--- config.mk ---
export PLATFORM = sky130hd
export DESIGN_NAME = p_tape_player
export DESIGN_NICKNAME = d
export VERILOG_FILES = /design/src/rtl/zx_tape_pkg.sv /design/src/rtl/p_tape_player.sv
export SDC_FILE = /design/constraint.sdc
export NUM_CORES = 1
export LEC_CHECK = 0
export ABC_AREA = 1
export BUFFER_PORTS_ARGS = -buffer_cell sky130_fd_sc_hd__buf_2
export CAP_MARGIN = 0
export CELL_PAD_IN_SITES_DETAIL_PLACEMENT = 1
export CELL_PAD_IN_SITES_GLOBAL_PLACEMENT = 1
export CORE_AREA = 2 2 98 77
export CTS_BUF_LIST = sky130_fd_sc_hd__clkbuf_8 sky130_fd_sc_hd__clkbuf_16
export DETAILED_ROUTE_END_ITERATION = 6
export DIE_AREA = 0 0 100 79
export PLACE_DENSITY_LB_ADDON = 0.3
export SLEW_MARGIN = 40
export SYNTH_ARGS = -nofsm -noshare
export SYNTH_HDL_FRONTEND = slang
export SYNTH_SLANG_ARGS = --single-unit
export TNS_END_PERCENT = 1
--- constraint.sdc ---
create_clock -name clk -period 2.2 [get_ports clk]
set_input_delay 0.44 -clock clk [delete_from_list [all_inputs] [get_ports clk]]
set_output_delay 0.44 -clock clk [all_outputs]
set_load 0.03 [all_outputs]
--- src/rtl/zx_tape_pkg.sv ---
// Shared definitions for the ZX81 tape player (and the future tape saver):
// FSM state encoding, default 6.5 MHz timing constants and pulse counts.
package zx_tape_pkg;

  typedef enum logic [2:0] {
    StIdle,
    StLeader,
    StFetch,
    StPulseHi,
    StPulseLo,
    StGap,
    StDone
  } tape_state_e;

  // Default timing at a 6.5 MHz core clock.
  localparam int unsigned PulseCyc = 975;      // 150 us pulse half-period
  localparam int unsigned GapCyc   = 8450;     // 1300 us silence after each bit
  localparam int unsigned LeadCyc  = 3250000;  // 0.5 s leader silence

  // Pulses per bit as used by the ZX81 ROM tape format.
  localparam logic [3:0] PulsesZero = 4'd4;
  localparam logic [3:0] PulsesOne  = 4'd9;

  function automatic logic [3:0] pulses_for_bit(input logic b);
    return b ? PulsesOne : PulsesZero;
  endfunction

endpackage

--- src/rtl/p_tape_player.sv ---
// Plays a ZX81 .P image, fed as a valid/ready byte stream, as a tape waveform
// on tape_out (high = pulse high). Bits MSB first, one down counter for all
// phase timing.
module p_tape_player
  import zx_tape_pkg::*;
#(
  parameter int unsigned PULSE_CYC = PulseCyc,
  parameter int unsigned GAP_CYC   = GapCyc,
  parameter int unsigned LEAD_CYC  = LeadCyc,
  parameter int unsigned CNT_W     = 24
) (
  input  logic       clk,
  input  logic       reset,
  input  logic       start,
  input  logic       stop,
  input  logic [7:0] in_data,
  input  logic       in_valid,
  input  logic       in_last,
  output logic       in_ready,
  output logic       tape_out,
  output logic       busy,
  output logic       done,
  output logic       underrun
);

  // Timer loads: a phase of N cycles loads N-1 and exits when the timer reads 0.
  localparam logic [CNT_W-1:0] PulseLoad = CNT_W'(PULSE_CYC - 1);
  localparam logic [CNT_W-1:0] GapLoad   = CNT_W'(GAP_CYC - 1);
  localparam logic [CNT_W-1:0] LeadLoad  = CNT_W'(LEAD_CYC - 1);

  tape_state_e      state_q, state_d;
  logic [CNT_W-1:0] timer_q, timer_d;
  logic [7:0]       byte_q, byte_d;
  logic             last_q, last_d;
  logic [2:0]       bit_idx_q, bit_idx_d;
  logic [3:0]       pulses_q, pulses_d;
  logic             underrun_q, underrun_d;
  logic             tape_q, tape_d;
  logic             from_gap_q, from_gap_d;  // FETCH is waiting for a non-first byte
  logic             start_q;
  logic             start_edge;
  logic             timer_zero;
  logic [2:0]       nxt_idx;

  assign start_edge = start & ~start_q;
  assign timer_zero = (timer_q == '0);
  assign nxt_idx    = bit_idx_q - 3'd1;

  // Next-state, timer and datapath updates.
  always_comb begin
    state_d    = state_q;
    timer_d    = timer_zero ? timer_q : timer_q - CNT_W'(1);
    byte_d     = byte_q;
    last_d     = last_q;
    bit_idx_d  = bit_idx_q;
    pulses_d   = pulses_q;
    underrun_d = underrun_q;
    from_gap_d = from_gap_q;

    unique case (state_q)
      StIdle: begin
        if (start_edge) begin
          state_d    = StLeader;
          timer_d    = LeadLoad;
          underrun_d = 1'b0;
        end
      end
      StLeader: begin
        if (timer_zero) begin
          state_d    = StFetch;
          from_gap_d = 1'b0;
          timer_d    = '0;
        end
      end
      StFetch: begin
        if (in_valid) begin
          byte_d    = in_data;
          last_d    = in_last;
          bit_idx_d = 3'd7;
          pulses_d  = pulses_for_bit(in_data[7]);
          state_d   = StPulseHi;
          timer_d   = PulseLoad;
        end else if (from_gap_q && timer_zero) begin
          // Source missed the inter-byte slot; keep waiting, flag it.
          underrun_d = 1'b1;
        end
      end
      StPulseHi: begin
        if (timer_zero) begin
          state_d = StPulseLo;
          timer_d = PulseLoad;
        end
      end
      StPulseLo: begin
        if (timer_zero) begin
          pulses_d = pulses_q - 4'd1;
          if (pulses_q == 4'd1) begin
            state_d = StGap;
            timer_d = GapLoad;
          end else begin
            state_d = StPulseHi;
            timer_d = PulseLoad;
          end
        end
      end
      StGap: begin
        if (timer_zero) begin
          if (bit_idx_q != 3'd0) begin
            bit_idx_d = nxt_idx;
            pulses_d  = pulses_for_bit(byte_q[nxt_idx]);
            state_d   = StPulseHi;
            timer_d   = PulseLoad;
          end else if (last_q) begin
            state_d = StDone;
          end else begin
            state_d    = StFetch;
            from_gap_d = 1'b1;
            timer_d    = GapLoad;
          end
        end
      end
      StDone:  state_d = StIdle;
      default: state_d = StIdle;
    endcase

    // Stop overrides everything, including a simultaneous start edge.
    if (stop) begin
      state_d    = StIdle;
      underrun_d = underrun_q;
    end

    tape_d = (state_d == StPulseHi);
  end

  // State and datapath registers.
  always_ff @(posedge clk or posedge reset) begin
    if (reset) begin
      state_q    <= StIdle;
      timer_q    <= '0;
      byte_q     <= '0;
      last_q     <= 1'b0;
      bit_idx_q  <= '0;
      pulses_q   <= '0;
      underrun_q <= 1'b0;
      tape_q     <= 1'b0;
      from_gap_q <= 1'b0;
      start_q    <= 1'b0;
    end else begin
      state_q    <= state_d;
      timer_q    <= timer_d;
      byte_q     <= byte_d;
      last_q     <= last_d;
      bit_idx_q  <= bit_idx_d;
      pulses_q   <= pulses_d;
      underrun_q <= underrun_d;
      tape_q     <= tape_d;
      from_gap_q <= from_gap_d;
      start_q    <= start;
    end
  end

  assign in_ready = (state_q == StFetch);
  assign busy     = (state_q != StIdle);
  assign done     = (state_q == StDone);
  assign tape_out = tape_q;
  assign underrun = underrun_q;

endmodule

# --- Yosys cells after proc, flatten, opt, wreduce, memory -nomap -nowiden ---
# Index checks and enable logic that the tools add are counted.
op_classes:
  addsub: 3
  magnitude_cmp: 1
  n_eq_ne: 18
  muxes: 44
  bitwise_logic: 3
  n_reduce_logical: 14
op_table:
  columns: ["op", "count"]
  rows:
  - ["$mux 24", 9]
  - ["$pmux 24 s6", 1]
  - ["$mux 3", 13]
  - ["$logic_not 24->1", 1]
  - ["$mux 4", 6]
  - ["$sub 24x1->24 const B", 1]
  - ["$ne 2x2->1 const B", 9]
  - ["$pmux 3 s6", 1]
  - ["$reduce_and 5->1", 3]
  - ["$mux 14", 1]
  - ["$pmux 4 s3", 1]
  - ["$eq 3x2->1 const B", 3]
  - ["$eq 3x3->1 const B", 3]
  - ["$reduce_bool 3->1", 3]
  - ["$mux 1", 8]
  - ["$pmux 3 s2", 1]
  - ["$reduce_bool 2->1", 3]
  - ["$eq 4x1->1 const B", 1]
  - ["$lt 3x4->1 const B", 1]
  - ["$pmux 1 s2", 2]
  - ["$reduce_and 4->1", 1]
  - ["$sub 4x1->4 const B", 1]
  - ["$bmux 1 s3", 1]
  - ["$eq 3x1->1 const B", 1]
  - ["7 further kinds", 8]
totals:
  reg_bits: 47
  inputBits: 14
  output_inout_bits: 5

# --- Logic depth before layout (Yosys ltp) ---
# Gate-level depths: netlist of run 1.
depth:
  word_depth: 7
  ltp_mapped: 13
  depth_no_buf: 12

# --- Worst setup path after synthesis of run 1 ---
# OpenSTA, ideal clock, no wires.
synth_path:
  path_type: "register -> register"
  from: "register timer_q[0]"
  to: "register timer_q[0]"
  setup_ns: 0.113
  t_arrival_ns: 1.943
  setup_slack_ns: 0.144
  path_stages_with_launch: 13
  path_buffers: 1
  period_less_slack_ns: 2.056
  path_cell_list: "dfrtp_1 > inv_1 > ha_1 > nand2_4 > nor2_4 > nand3_2 > buf_6 > ha_1 > a21oi_1 > o211ai_1 > nand3_1 > nand2_1 > inv_1"
synth_between:
  elab_chain_cells: 6
synth_lines:
  columns: ["item", "line", "source"]
  rows:
  - ["start, declared", "p_tape_player.sv:32", "logic [CNT_W-1:0] timer_q, timer_d;"]
  - ["start signal, assigned", "p_tape_player.sv:150", "timer_q <= timer_d;"]
  - ["$sub 24x1->24 / $logic_not 24->1 (equally long branches)", "p_tape_player.sv:52, p_tape_player.sv:46", null]
  - ["$mux 24", "p_tape_player.sv:52", "timer_d = timer_zero ? timer_q : timer_q - CNT_W'(1);"]
  - ["$mux 24", "p_tape_player.sv:113", "end else if (last_q) begin"]
  - ["$mux 24", "p_tape_player.sv:108", "if (bit_idx_q != 3'd0) begin"]
  - ["$mux 24", "p_tape_player.sv:107", "if (timer_zero) begin"]
  - ["$pmux 24 s6 (*)", "p_tape_player.sv:60", "unique case (state_q)"]
  - ["net timer_d[0]", "p_tape_player.sv:32", null]
# The timed path passes the listed nets; every way through them passes the cells marked *.
# A chain may end at the register's enable or synchronous reset.

# --- Worst setup path after layout of run 1 ---
layout_path:
  from: "register timer_q[0]"
  to: "register timer_q[7]"
# The elaborated chain is that of the path after synthesis.

==> results.py, run 1 <==
metrics = {
    "yosys": {
        "ys.warnings.count": 0,
        "synth.avg_cell_area_um2": 7.26,
        "syn_area_um2": 3040,
        "ys_seq_elements": 47,
        "seq_area_frac_synth": 0.387,
        "async_flop_share": 1.00,
        "ys_types": 38,
        "synth_edf_count": 0,
        "synth_fp_nets": 439,
        "netlist_instances": 419,
        "synthFlopType": "dfrtp_1",
    },
    "final_layout": {
        "drive_gt1_frac": 0.163,
        "stdcell_count": 542,
        "final_util": 0.493,
        "fillers": 928,
        "final_cell_area_um2": 3470,
        "syn_to_final_growth_pct": 14.0,
        "fin_nets": 474,
        "diodes": 0,
    },
    "worst_setup_path": {
        "path_common_cell": "inv_1",
        "path_cells": "inv_1 > ha_2 > nand2_4 > nor2_2 > nand3_4 > inv_1 > o21ai_0 > a22oi_1 > nand3_1",
        "crit_arrival_ns": 2.25,
        "cp_slowest_cell": "dfrtp_1",
        "crit_fanout": 9,
        "required_ns": 2.38,
        "worstSetupEndpointType": "register",
        "criticalPathCategory": "register to register",
        "cp-start-kind": "register",
        "max_stage_delay_ns": 0.41,
    },
    "grt": {
        "antenna_found_initial": 0,
        "gr-total-overflow": 0,
        "grt_max_degree": 48,
        "gr-usage-all-layers": 0.249,
        "grt_pass1_vias": 2969,
        "grt_pass1_wl_mm": 15.3,
    },
    "routing": {
        "postRouteAntennaNets": 0,
        "drc_errors": 0,
        "via_count": 2910,
        "viasPerCell": 5.37,
        "routedWlPerCell_um": 17.0,
        "wirelength_mm": 9.24,
        "drt_pass1_iterations": 4,
        "drt_first_iter_violations": 204,
    },
    "clock_tree": {
        "cts_tree": "built",
        "cts_inserted_buffers": 5,
        "clock_latency_ns": 0.32,
        "clkSinkCount": 47,
        "post_cts_buffers": 0,
        "path_clk_slew_ns": 0.10,
        "cts.htree.levels": 2,
        "cts-root-buf": "clkbuf_8",
        "clock_tree.buffer_depth": 2,
    },
    "outcome": {
        "status": "completed",
    },
    "die": {
        "die_x_um": 100,
        "die_h_um": 79,
        "initial_core_util": 0.433,
        "core-area_um2": 7030,
        "ios": 19,
        "die-area_um2": 7900,
        "row_count": 27,
    },
    "sta": {
        "fin_crit_ns": 2.06,
        "worst_slew_pin_slew_ns": 0.621,
        "fmax_mhz": 484,
        "finalCritPeriodShare": 0.938,
        "rsz0062_at_grt": "false",
        "hold_viol": 0,
        "finalSetupViolCount": 0,
        "fin_worst_skew_ns": 0.00954,
        "relSlewSlack": 0.586,
        "fin_setup_tns_ns": 0,
        "slew_violations": 0,
    },
    "worst_hold_path": {
        "hold_class": "input pin to register",
    },
    "power_and_ir_drop": {
        "ir_drop_mv": 0.361,
        "p_int_uw": 1470,
        "swShare": 0.339,
        "p_per_area_nw_per_um2": 643,
        "p_sw_uw": 755,
        "combPwrFrac": 0.233,
        "power_frac_clock": 0.302,
        "p_leak_uw": 0.00173,
        "pwr-share-seq": 0.465,
    },
    "placed_design": {
        "numPortBuffers": 18,
        "dp_cells": 534,
        "place.gp.congestion": 0.932,
        "hpwl_mm": 6.99,
        "place_area_um2": 3320,
    },
    "run": {
        "cap_violations": 0,
    },
}
==> metrics by stage <==
step	total power [uW]	worst slack, ns	hold WS [ns]
6_report	2230	0.136	0.240
5_1_grt	2340	0.00307	0.234
4_1_cts	2220	0.0420	0.240
3_5_place_dp	1550	0.0883	0.462
3_3_place_gp	1530	0.0809	0.455
2_1_floorplan	1380	0.144	0.437
==> cell usage after synthesis (7+ instances only) <==
master / instances / area, um2
nor3_1: 8 / 40.0
nand2_1: 100 / 375
inv_1: 55 / 206
xor2_1: 9 / 78.8
o21ai_0: 22 / 110
nand4_1: 7 / 43.8
dfrtp_1: 47 / 1180
a21oi_1: 20 / 100
nor2_1: 56 / 210
nand3_1: 22 / 110
==> registers in the layout (all words and copies together), names as in the netlist <==
signal / count
pulses_q: 4
timer_q: 24
tape_out: 1
last_q: 1
from_gap_q: 1
underrun: 1
start_q: 1
bit_idx_q: 3
byte_q: 8
state_q: 3
==> metal layers <==
| metal | up-vias | share of wire | GRT usage |
|---|---|---|---|
| met5 | - | 0 | 0 |
| met4 | 0 | 0.013 | 0.0548 |
| met3 | 12 | 0.054 | 0.0440 |
| met2 | 72 | 0.41 | 0.365 |
| met1 | 1414 | 0.52 | 0.380 |
| li1 | 1412 | - | - |
==> cell type report <==
type                    count  area, um2  share of cell area
clock inverters             3       43.8              0.0126
clock buffers               5       68.8              0.0199
inverters                  58        218              0.0628
flip-flops and latches     47       1180               0.339
multi-input cells         309       1650               0.475
well taps                  87        109              0.0314
repair buffers             33        203              0.0585
==> cell families after synthesis <==
family	after synthesis	synth area share
compound gates	62	0.120
xor+xnor	15	0.0432
simple gates	226	0.344
buf+inv	63	0.0819
fa+ha+maj	6	0.0247
flops	47	0.387
==> worst max-delay path: cells and delay by family, from the launching register on <==
kind	cells	cell delay [ns]
flip-flops	1	0.41
adder cells (fa/ha/maj)	1	0.22
AND/OR/NAND/NOR	4	0.58
AO/OA/AOI/OAI	2	0.32
buffers and inverters	2	0.39
==> power by group through the flow <==
stage	logic (uW)	clock network [uW]	registers [uW]
detailed placement	503	0	1050
CTS	510	678	1030
global route	589	708	1050
floorplan	356	0	1020
global placement	489	0	1040
finish	519	673	1040
==> timing repair <==
action	CTS	global route
endpoints found under the setup margin	0	16
gates resized for setup	0	8
hold buffers	0	0
hold endpoints to repair	0	0
==> final timing paths <==
path | slack, ns | endpoint | cells past startpoint | from
setup / recovery | 0.14 | timer_q[7] | 9 | timer_q[0]
hold / removal | 0.24 | start_q | 1 | start
setup reg to reg | 0.14 | timer_q[7] | 9 | timer_q[0]
hold reg to reg | 0.48 | byte_q[1] | 2 | byte_q[1]
max in group asynchronous | 1.50 | timer_q[11] | 3 | reset
min in group asynchronous | 0.26 | byte_q[4] | 3 | reset
==> layout by cell type, fill, tap and decap left out, types with 2 or more instances in the layout <==
| master | Yosys | routed |
|---|---|---|
| buf_2 | 1 | 18 |
| nor3b_1 | 4 | 3 |
| o21ai_1 | 4 | 4 |
| ha_1 | 6 | 5 |
| nor2_1 | 56 | 54 |
| buf_4 | 1 | 15 |
| inv_1 | 55 | 54 |
| xnor2_1 | 6 | 6 |
| o21ai_0 | 22 | 22 |
| nor3_1 | 8 | 8 |
| o211ai_1 | 6 | 6 |
| nor2_2 | 6 | 8 |
| xor2_1 | 9 | 9 |
| nand4_1 | 7 | 7 |
| nand3_4 | 1 | 3 |
| dfrtp_1 | 47 | 47 |
| a21oi_1 | 20 | 20 |
| o2111ai_1 | 2 | 2 |
| nand2_1 | 100 | 98 |
| inv_2 | 2 | 3 |
| a31oi_1 | 2 | 2 |
| nand2_2 | 4 | 6 |
| nand3_1 | 22 | 22 |
| or2_2 | 3 | 3 |
| clkbuf_8 | 0 | 5 |
| nor2_4 | 5 | 5 |
| a22oi_1 | 3 | 3 |
| and3_1 | 3 | 3 |
Note: power is estimated with default switching activity, not from simulation.
==> inputs of run 2 (changes only) <==
--- a/config.mk
+++ b/config.mk
@@ -10,10 +10,10 @@
 export CAP_MARGIN = 0
 export CELL_PAD_IN_SITES_DETAIL_PLACEMENT = 1
 export CELL_PAD_IN_SITES_GLOBAL_PLACEMENT = 1
-export CORE_AREA = 2 2 98 77
+export CORE_AREA = 2 2 104 81
 export CTS_BUF_LIST = sky130_fd_sc_hd__clkbuf_8 sky130_fd_sc_hd__clkbuf_16
 export DETAILED_ROUTE_END_ITERATION = 6
-export DIE_AREA = 0 0 100 79
+export DIE_AREA = 0 0 106 83
 export PLACE_DENSITY_LB_ADDON = 0.3
 export SLEW_MARGIN = 40
 export SYNTH_ARGS = -nofsm -noshare
==> results.py, run 2 (same netlist as run 1, synthesis figures left out) <==
metrics = {
    "grt": {
        "grt_pass1_wl_mm": 15.5,
        "grt_pass1_vias": 3092,
        "grt_max_degree": 25,
        "gr-usage-all-layers": 0.221,
        "antenna_found_initial": 0,
        "gr-total-overflow": 0,
    },
    "power_and_ir_drop": {
        "p_leak_uw": 0.00174,
        "p_per_area_nw_per_um2": 665,
        "ir_drop_mv": 0.303,
    },
    "clock_tree": {
        "clkSinkCount": 47,
        "ctsHoldBuffers": 0,
        "cts-root-buf": "clkbuf_8",
        "clock_tree.buffer_depth": 2,
        "path_clk_slew_ns": 0.10,
        "cts_inserted_buffers": 5,
        "clock_latency_ns": 0.31,
        "cts_tree": "built",
        "cts.htree.levels": 2,
    },
    "sta": {
        "rsz0062_at_grt": "true",
        "hold_slack_ns": 0.166,
        "fin_worst_skew_ns": 0.00760,
        "fin_setup_tns_ns": 0,
        "finalCritPeriodShare": 0.952,
        "finalSetupViolCount": 0,
        "hold_viol": 0,
        "fin_crit_ns": 2.09,
        "slew_violations": 0,
        "relSlewSlack": 0.667,
        "fmax_mhz": 477,
        "fin_ws_ns": 0.105,
        "worst_slew_pin_slew_ns": 0.499,
    },
    "final_layout": {
        "drive_gt1_frac": 0.163,
        "layout_common_cells": "nand2_1 (99), inv_1 (54), nor2_1 (54), dfrtp_1 (47)",
        "fillers": 995,
        "largest_register_ffs": 24,
        "diodes": 0,
        "syn_to_final_growth_pct": 15.4,
        "fin_nets": 474,
        "final_common_cell": "nand2_1",
        "ff_latch_area_um2": 1180,
        "top_register": "timer_q",
        "top_regs": "timer_q (24), byte_q (8), pulses_q (4)",
        "multi_input_comb_area_um2": 1640,
    },
    "placed_design": {
        "place.gp.congestion": 0.868,
        "numPortBuffers": 18,
        "hpwl_mm": 7.21,
        "dp_slack_ns": 0.0213,
    },
    "routing": {
        "drt_pass1_iterations": 4,
        "drt_first_iter_violations": 153,
        "drc_errors": 0,
        "wirelength_mm": 9.09,
        "routedWlPerCell_um": 16.2,
        "viasPerCell": 5.11,
        "postRouteAntennaNets": 0,
        "via_count": 2861,
    },
    "die": {
        "ios": 19,
        "die_h_um": 83,
        "die_x_um": 106,
        "initial_core_util": 0.393,
        "core-area_um2": 7740,
        "die-area_um2": 8800,
        "row_count": 28,
    },
    "outcome": {
        "status": "completed",
    },
    "worst_setup_path": {
        "crit_arrival_ns": 2.27,
        "criticalPathCategory": "register to register",
        "crit_fanout": 8,
        "worstSetupEndpointType": "register",
        "cp-start-kind": "register",
        "required_ns": 2.37,
    },
    "worst_hold_path": {
        "hold_class": "input pin to asynchronous set/reset pin",
    },
    "run": {
        "cap_violations": 0,
    },
}
==> run 2: final timing paths <==
kind / start / end / slack [ns] / cells after the start
setup / recovery: timer_q[0] / timer_q[7] / 0.11 / 9
hold / removal: reset / byte_q[4] / 0.17 / 3
setup reg to reg: timer_q[0] / timer_q[7] / 0.11 / 9
hold reg to reg: byte_q[1] / byte_q[1] / 0.48 / 2
max in group asynchronous: reset / timer_q[16] / 1.77 / 3
min in group clk: start / start_q / 0.25 / 1
==> run 2: what timing repair did <==
| action | 4_1_cts | 5_1_grt |
|---|---|---|
| resized for setup | 1 | 5 |
| setup buffers | 0 | 0 |
| setup endpoints to repair | 2 | 12 |
==> run 2: cell type report <==
| type | count | area share |
|---|---|---|
| clock inverter | 3 | 0.0193 |
| inverter | 58 | 0.0621 |
| sequential | 47 | 0.335 |
| clock buffer | 5 | 0.0196 |
| tap | 105 | 0.0374 |
| timing repair buffer | 33 | 0.0578 |
| multi-input combinational | 309 | 0.469 |
==> run 2: worst max-delay path: stages, from the launching register on <==
cell and delay [ns]:
dfrtp_1 0.41, inv_1 0.08, ha_1 0.21, nand2_4 0.09
nor2_2 0.18, nand3_2 0.20, inv_1 0.33, o21ai_0 0.15
a22oi_1 0.17, nand3_1 0.14
==> run 2: report_power, final <==
part           leakage, uW  internal, uW  switching [uW]
Clock            0.0000644           454             331
Sequential        0.000578           944            93.6
Combinational      0.00110           192             319
Total              0.00174          1590             744
==> run 2: through the flow <==
| stage | instances | instance area [um2] | total power (uW) | utilization |
|---|---|---|---|---|
| after CTS | 560 | 3480 | 2340 | 0.450 |
| after detailed placement | 552 | 3340 | 1550 | 0.432 |
| after global routing | 560 | 3510 | 2460 | 0.453 |
| final | 560 | 3510 | 2330 | 0.453 |
| after floorplan | 419 | 3040 | 1380 | - |
| after global placement | 552 | 3340 | 1540 | 0.432 |
==> run 2: metal layers <==
layer  part of all wire  GRT usage  vias to the layer above
met4             0.0084     0.0502                        0
met2               0.43      0.338                       45
li1                   -          -                     1414
met5                  0          0                        -
met3              0.039     0.0330                        7
met1               0.52      0.331                     1395
